<file path="src/rtl/wb_rr_interconnect.sv">
// Shared-bus Wishbone interconnect: round-robin arbitration among NM masters, address decode
// to NS slaves, and an error response for unmapped addresses and stalled slaves.
module wb_rr_interconnect #(
  parameter int unsigned     NM       = 3,
  parameter int unsigned     NS       = 4,
  parameter int unsigned     AW       = 32,
  parameter int unsigned     DW       = 32,
  parameter int unsigned     SW       = DW / 8,
  parameter logic [NS*AW-1:0] SLV_BASE = {32'h1000_1000, 32'h1000_0000,
                                          32'h0C00_0000, 32'h0200_0000},
  parameter logic [NS*AW-1:0] SLV_MASK = {32'hFFFF_F000, 32'hFFFF_F000,
                                          32'hFF00_0000, 32'hFF00_0000},
  parameter int unsigned     TIMEOUT  = 255
) (
  input  logic             clk,
  input  logic             rst,
  input  logic [NM-1:0]    m_cyc_i,
  input  logic [NM-1:0]    m_stb_i,
  input  logic [NM-1:0]    m_we_i,
  input  logic [NM*AW-1:0] m_addr_i,
  input  logic [NM*DW-1:0] m_wdata_i,
  input  logic [NM*SW-1:0] m_sel_i,
  output logic [NM*DW-1:0] m_rdata_o,
  output logic [NM-1:0]    m_ack_o,
  output logic [NM-1:0]    m_err_o,
  output logic [NS-1:0]    s_cyc_o,
  output logic [NS-1:0]    s_stb_o,
  output logic             s_we_o,
  output logic [AW-1:0]    s_addr_o,
  output logic [DW-1:0]    s_wdata_o,
  output logic [SW-1:0]    s_sel_o,
  input  logic [NS*DW-1:0] s_rdata_i,
  input  logic [NS-1:0]    s_ack_i,
  output logic [NM-1:0]    grant_o
);

  localparam int unsigned MW = (NM > 1) ? $clog2(NM) : 1;
  localparam int unsigned KW = (NS > 1) ? $clog2(NS) : 1;

  localparam logic [0:0] StIdle  = 1'b0;
  localparam logic [0:0] StOwned = 1'b1;

  logic [0:0]    state_q, state_d;
  logic [MW-1:0] rr_ptr_q, rr_ptr_d;
  logic [MW-1:0] gidx_q, gidx_d;
  logic [15:0]   cnt_q, cnt_d;
  logic          err_q, err_d;

  logic          req_found;
  logic [MW-1:0] pick_idx;
  logic          owned;
  logic          g_cyc, g_stb;
  logic [AW-1:0] g_addr;
  logic          mapped;
  logic [KW-1:0] slv_idx;
  logic          ack_raw, ack_ok, stall, to_fire, um_fire;
  logic [16:0]   cnt_inc;
  logic [DW-1:0] rdata_sel;

  // First requester at or above rr_ptr, wrapping around.
  always_comb begin
    req_found = 1'b0;
    pick_idx  = '0;
    for (int unsigned i = 0; i < NM; i++) begin
      if (!req_found && m_cyc_i[(32'(rr_ptr_q) + i) % NM]) begin
        req_found = 1'b1;
        pick_idx  = MW'((32'(rr_ptr_q) + i) % NM);
      end
    end
  end

  always_comb begin
    state_d  = state_q;
    gidx_d   = gidx_q;
    rr_ptr_d = rr_ptr_q;
    if (state_q == StIdle) begin
      if (req_found) begin
        state_d = StOwned;
        gidx_d  = pick_idx;
      end
    end else if (!m_cyc_i[gidx_q]) begin
      state_d  = StIdle;
      rr_ptr_d = (gidx_q == MW'(NM - 1)) ? '0 : gidx_q + 1'b1;
    end
  end

  // Outputs are gated by rst so a transfer caught by reset never completes.
  assign owned  = (state_q == StOwned) && rst;
  assign g_cyc  = owned && m_cyc_i[gidx_q];
  assign g_stb  = g_cyc && m_stb_i[gidx_q];
  assign g_addr = owned ? m_addr_i[gidx_q*AW +: AW] : '0;

  always_comb begin
    grant_o = '0;
    if (owned) grant_o[gidx_q] = 1'b1;
  end

  // Lowest-index slave wins on overlapping windows.
  always_comb begin
    mapped  = 1'b0;
    slv_idx = '0;
    for (int unsigned k = 0; k < NS; k++) begin
      if (!mapped && ((g_addr & SLV_MASK[k*AW +: AW]) == SLV_BASE[k*AW +: AW])) begin
        mapped  = 1'b1;
        slv_idx = KW'(k);
      end
    end
  end

  assign ack_raw   = s_ack_i[slv_idx];
  assign rdata_sel = s_rdata_i[slv_idx*DW +: DW];
  assign ack_ok    = g_stb && mapped && ack_raw && !err_q;
  assign stall     = g_stb && mapped && !ack_raw && !err_q;
  assign cnt_inc   = {1'b0, cnt_q} + 17'd1;
  assign to_fire   = stall && (cnt_inc == 17'(TIMEOUT));
  assign um_fire   = g_stb && !mapped && !err_q;
  assign err_d     = to_fire || um_fire;
  assign cnt_d     = (stall && !to_fire) ? cnt_inc[15:0] : '0;

  // Strobe is withheld while the error pulse is out so the stalled slave sees the abort.
  always_comb begin
    for (int unsigned k = 0; k < NS; k++) begin
      s_cyc_o[k] = g_cyc && mapped && (slv_idx == KW'(k));
      s_stb_o[k] = g_stb && mapped && (slv_idx == KW'(k)) && !err_q;
    end
  end

  assign s_we_o    = owned && m_we_i[gidx_q];
  assign s_addr_o  = g_addr;
  assign s_wdata_o = owned ? m_wdata_i[gidx_q*DW +: DW] : '0;
  assign s_sel_o   = owned ? m_sel_i[gidx_q*SW +: SW] : '0;

  always_comb begin
    m_rdata_o = '0;
    m_ack_o   = '0;
    m_err_o   = '0;
    if (owned) begin
      if (g_cyc && mapped) m_rdata_o[gidx_q*DW +: DW] = rdata_sel;
      m_ack_o[gidx_q] = ack_ok;
      m_err_o[gidx_q] = err_q && g_cyc;
    end
  end

  always_ff @(posedge clk) begin
    if (!rst) begin
      state_q  <= StIdle;
      rr_ptr_q <= '0;
      gidx_q   <= '0;
      cnt_q    <= '0;
      err_q    <= 1'b0;
    end else begin
      state_q  <= state_d;
      rr_ptr_q <= rr_ptr_d;
      gidx_q   <= gidx_d;
      cnt_q    <= cnt_d;
      err_q    <= err_d;
    end
  end

endmodule

</file>
<file path="config.mk">
export PLATFORM = sky130hd
export DESIGN_NAME = wb_rr_interconnect
export DESIGN_NICKNAME = d
export VERILOG_FILES = /design/src/rtl/wb_rr_interconnect.sv
export SDC_FILE = /design/constraint.sdc
export NUM_CORES = 1
export LEC_CHECK = 0
export ABC_AREA = 1
export CORE_AREA = 5 5 204 206
export CTS_CLUSTER_DIAMETER = 30
export DETAILED_ROUTE_END_ITERATION = 16
export DIE_AREA = 0 0 209 211
export PLACE_DENSITY = 0.51
export SYNTH_ARGS = -nofsm -noshare
export SYNTH_HDL_FRONTEND = slang
export SYNTH_SLANG_ARGS = --single-unit
</file>
<file path="constraint.sdc">
create_clock -name clk -period 4.2 [get_ports clk]
set_input_delay 1.05 -clock clk [delete_from_list [all_inputs] [get_ports clk]]
set_output_delay 1.05 -clock clk [all_outputs]
set_load 0.005 [all_outputs]
</file>
==> metrics <==
Critical Path Sink Type output pin; leakage between 0.005 and 0.006 uW; Crit Reg-Reg Endpoint cnt_q[5]; synthesized flop and latch total 22; Post-CTS Hold Buffers 0; most common cell after layout, fill and taps aside clkdlybuf4s50_1; clk sinks 22; Final Power about 3600 uW; GPL Wtd Cong roughly 0.92; Initial Util 13.4%; failing checks setup timing; arrival time worst endpoint 3170 ps; die extent in x roughly 210 um; Die ar. roughly 0.044 mm^2; status complete, but fails checks; initial antenna violation count 1; Worst Tran Pin Value slightly below 600 ps; max_cap viols 0; critical path fanouts, max 15; boundary pin count 529; Vias 9,470; final WL between 40 and 50 mm; routed len/inst ~18 um; Area Growth Syn to Fin 156%; post-route cell area about 0.013 mm^2; relative slew slack about 60%; power density over the cells approximately 270 mW/mm^2; CP Class in2out; sequential area share after synthesis under 10%; gr ovfl total 0; Syn Nets approximately 1,400; Post-Syn Area roughly 0.0053 mm^2; IO buf count ~530; syn_area_per_cell 4.87 um^2; htree depth 1; Core Footprint approximately 0.04 mm^2; Filler cells approximately 4,300; Synth top area share between 20% and 30%; DRT Pass-1 Iters 5; PnR worst setup slack -24.9 ps; clock root buffer clkbuf_16; initial drt markers 663; fin nets about 2,100; peak supply drop 243 uV; RSZ-0062 raised after global routing true; largest net degree at the start of global routing ~50; Setup crit start kind primary input; Clock Latency Late Sink approximately 250 ps; Detail Placement HPWL roughly 30 mm; vias in the first global route ~9,600; Num CTS Buffers 3; delay of the slowest critical-path stage 460 ps; EDFF count, synth 0; CTS Buffer Depth 2; post-synth cell types 33; Worst Skew about 5.2 ps; cell family with most CP delay buffers and inverters; Area after DPL about 0.012 mm^2; fraction of layout cells with a size suffix above 1 roughly 30%; Hold Fails Final Rpt 0; WP data required around 3200 ps; worst r2r path cells 17; clock slew at reported path FFs roughly 60 ps; Worst Hold Class reg2reg; Hold Path End rr_ptr_q[1]; hold_ws slightly below 500 ps; Yosys warning total 0; most common flop cell mapped by yosys dfxtp_1; final core utilization approximately a third; final worst path period share 101%; hold depth 2; slowest cell on the critical path clkdlybuf4s50_1; # DRC 0; first-pass GRT wire length between 50 and 60 mm; Final min period around 4200 ps; Reg2Reg Setup Slack between 1000 and 1500 ps; WP buf/inv 7; most frequent cells in the layout 357 x clkdlybuf4s50_1, 239 x nor2_1, 174 x nand2_1; antenna viol nets, final 0; CTS tree built; worst hold start rr_ptr_q[1]; Via density approximately 4.2; post-synth top area cell nor2_1; Total GRT Usage between 10% and 20%; worst path cell trace clkdlybuf4s50_1 -> inv_1 -> o21ai_2 -> o21ai_2 -> nand2_2 -> nor2_4 -> nand2_4 -> buf_12 -> buf_12 -> buf_16 -> nor2_1 -> nor3_2 -> nand3_1 -> buf_4 -> nor2_2 -> buf_2; fmax about 240 MHz; endpoints failing setup 2; count of final max-slew check failures 0; Post-Syn Instances ~1,100; async set or reset register ratio after synthesis 0%; Die Ht 211 um; row count between 70 and 80; top post-synthesis cells by area nor2_1 23%, nand2_1 15%, dfxtp_1 8.3%; worst r2r src gidx_q[0]
[cell usage after synthesis, types with 2 or more instances]
master / count
clkbuf_1: 26
buf_6: 4
nor2_4: 12
nand2_1: 210
nor2_1: 318
or2_2: 16
nand2_4: 2
nand2_2: 2
nor3_1: 29
buf_1: 9
inv_2: 5
xor2_1: 5
nand3_1: 59
a211oi_1: 2
buf_2: 19
ha_1: 9
nand4_1: 21
o21ai_1: 2
dfxtp_1: 22
xnor2_1: 2
buf_4: 5
nor2_2: 3
nand3b_1: 16
inv_1: 116
o21ai_0: 81
or2_1: 17
a21oi_1: 66
[metal layers]
metal	part of all wire, %	track usage (%)	wire [um]	vias to the layer above
met2	51	31.7	21200	374
met4	1.9	2.00	766	0
li1	-	-	-	4713
met5	0	0	0	-
met1	41	21.3	16800	4331
met3	5.8	2.70	2380	52
[worst register-to-register path, stage by stage (launching register included)]
cell and delay, ps:
dfxtp_4 480, inv_2 90, buf_12 160, nor2_1 120, nor2_1 50, nand2_1 80
a21oi_2 70, nor2_1 130, nand2_2 90, nor2_4 220, nand2_4 130, buf_12 150
nand3_4 100, buf_4 120, nor2_2 40, nor2_2 180, nand3_4 340, nor2_1 200
[metrics by stage]
stage | cells | TNS (ps) | setup WS (ps)
6_report | 2265 | -28.9 | -24.9
5_1_grt | 2265 | -3860 | -158
4_1_cts | 2249 | -849 | -51.1
3_5_place_dp | 2158 | -90090 | -1050
3_3_place_gp | 2158 | -82420 | -1060
2_1_floorplan | 1084 | 0 | 422
[worst max-delay path by stage]
stage / cells after the start / slack [ps] / startpoint / end
finish: 16 / -20 / m_addr_i[77] / m_rdata_o[92]
global route: 16 / -160 / rst / m_rdata_o[74]
CTS: 18 / -50 / rst / m_rdata_o[78]
detailed placement: 14 / -1050 / rst / m_ack_o[0]
global placement: 14 / -1060 / rst / m_ack_o[0]
floorplan: 13 / 420 / rst / m_rdata_o[48]
[cell families after synthesis]
kind of cell	Yosys count	synth area share, %
simple gates	708	59.1
buf+inv	185	14.5
fa+ha+maj	9	2.13
flops	22	8.35
xor+xnor	7	1.16
compound gates	153	14.7
[area by class of cell]
class / count / area (um^2) / share of cell area [%]
Tap cell: 525 / 657 / 4.87
Antenna cell: 1 / 2.50 / 0.0185
Inverter: 122 / 474 / 3.51
Timing Repair Buffer: 713 / 6790 / 50.3
Sequential cell: 22 / 445 / 3.30
Multi-Input combinational cell: 877 / 5010 / 37.2
Clock buffer: 4 / 100 / 0.742
Timing Repair inverter: 1 / 7.51 / 0.0556
[sequential cells by signal, summed over array words and instances (netlist names)]
register / flops
cnt_q: 16
rr_ptr_q: 2
gidx_q: 2
state_q: 1
err_q: 1
[what timing repair did]
action / 4_1_cts / 5_1_grt
pin swaps: 139 / 107
resized for setup: 645 / 192
cloned: 13 / 0
buffers inserted: 74 / 19
endpoints found under the setup margin: 111 / 104
[power by group]
group | internal [uW] | total, uW | switching, uW
sequential | 231 | 266 | 34.8
combinational | 1450 | 3120 | 1670
clock | 165 | 239 | 74.2
total | 1850 | 3630 | 1780
(Power assumes the default switching activity.)
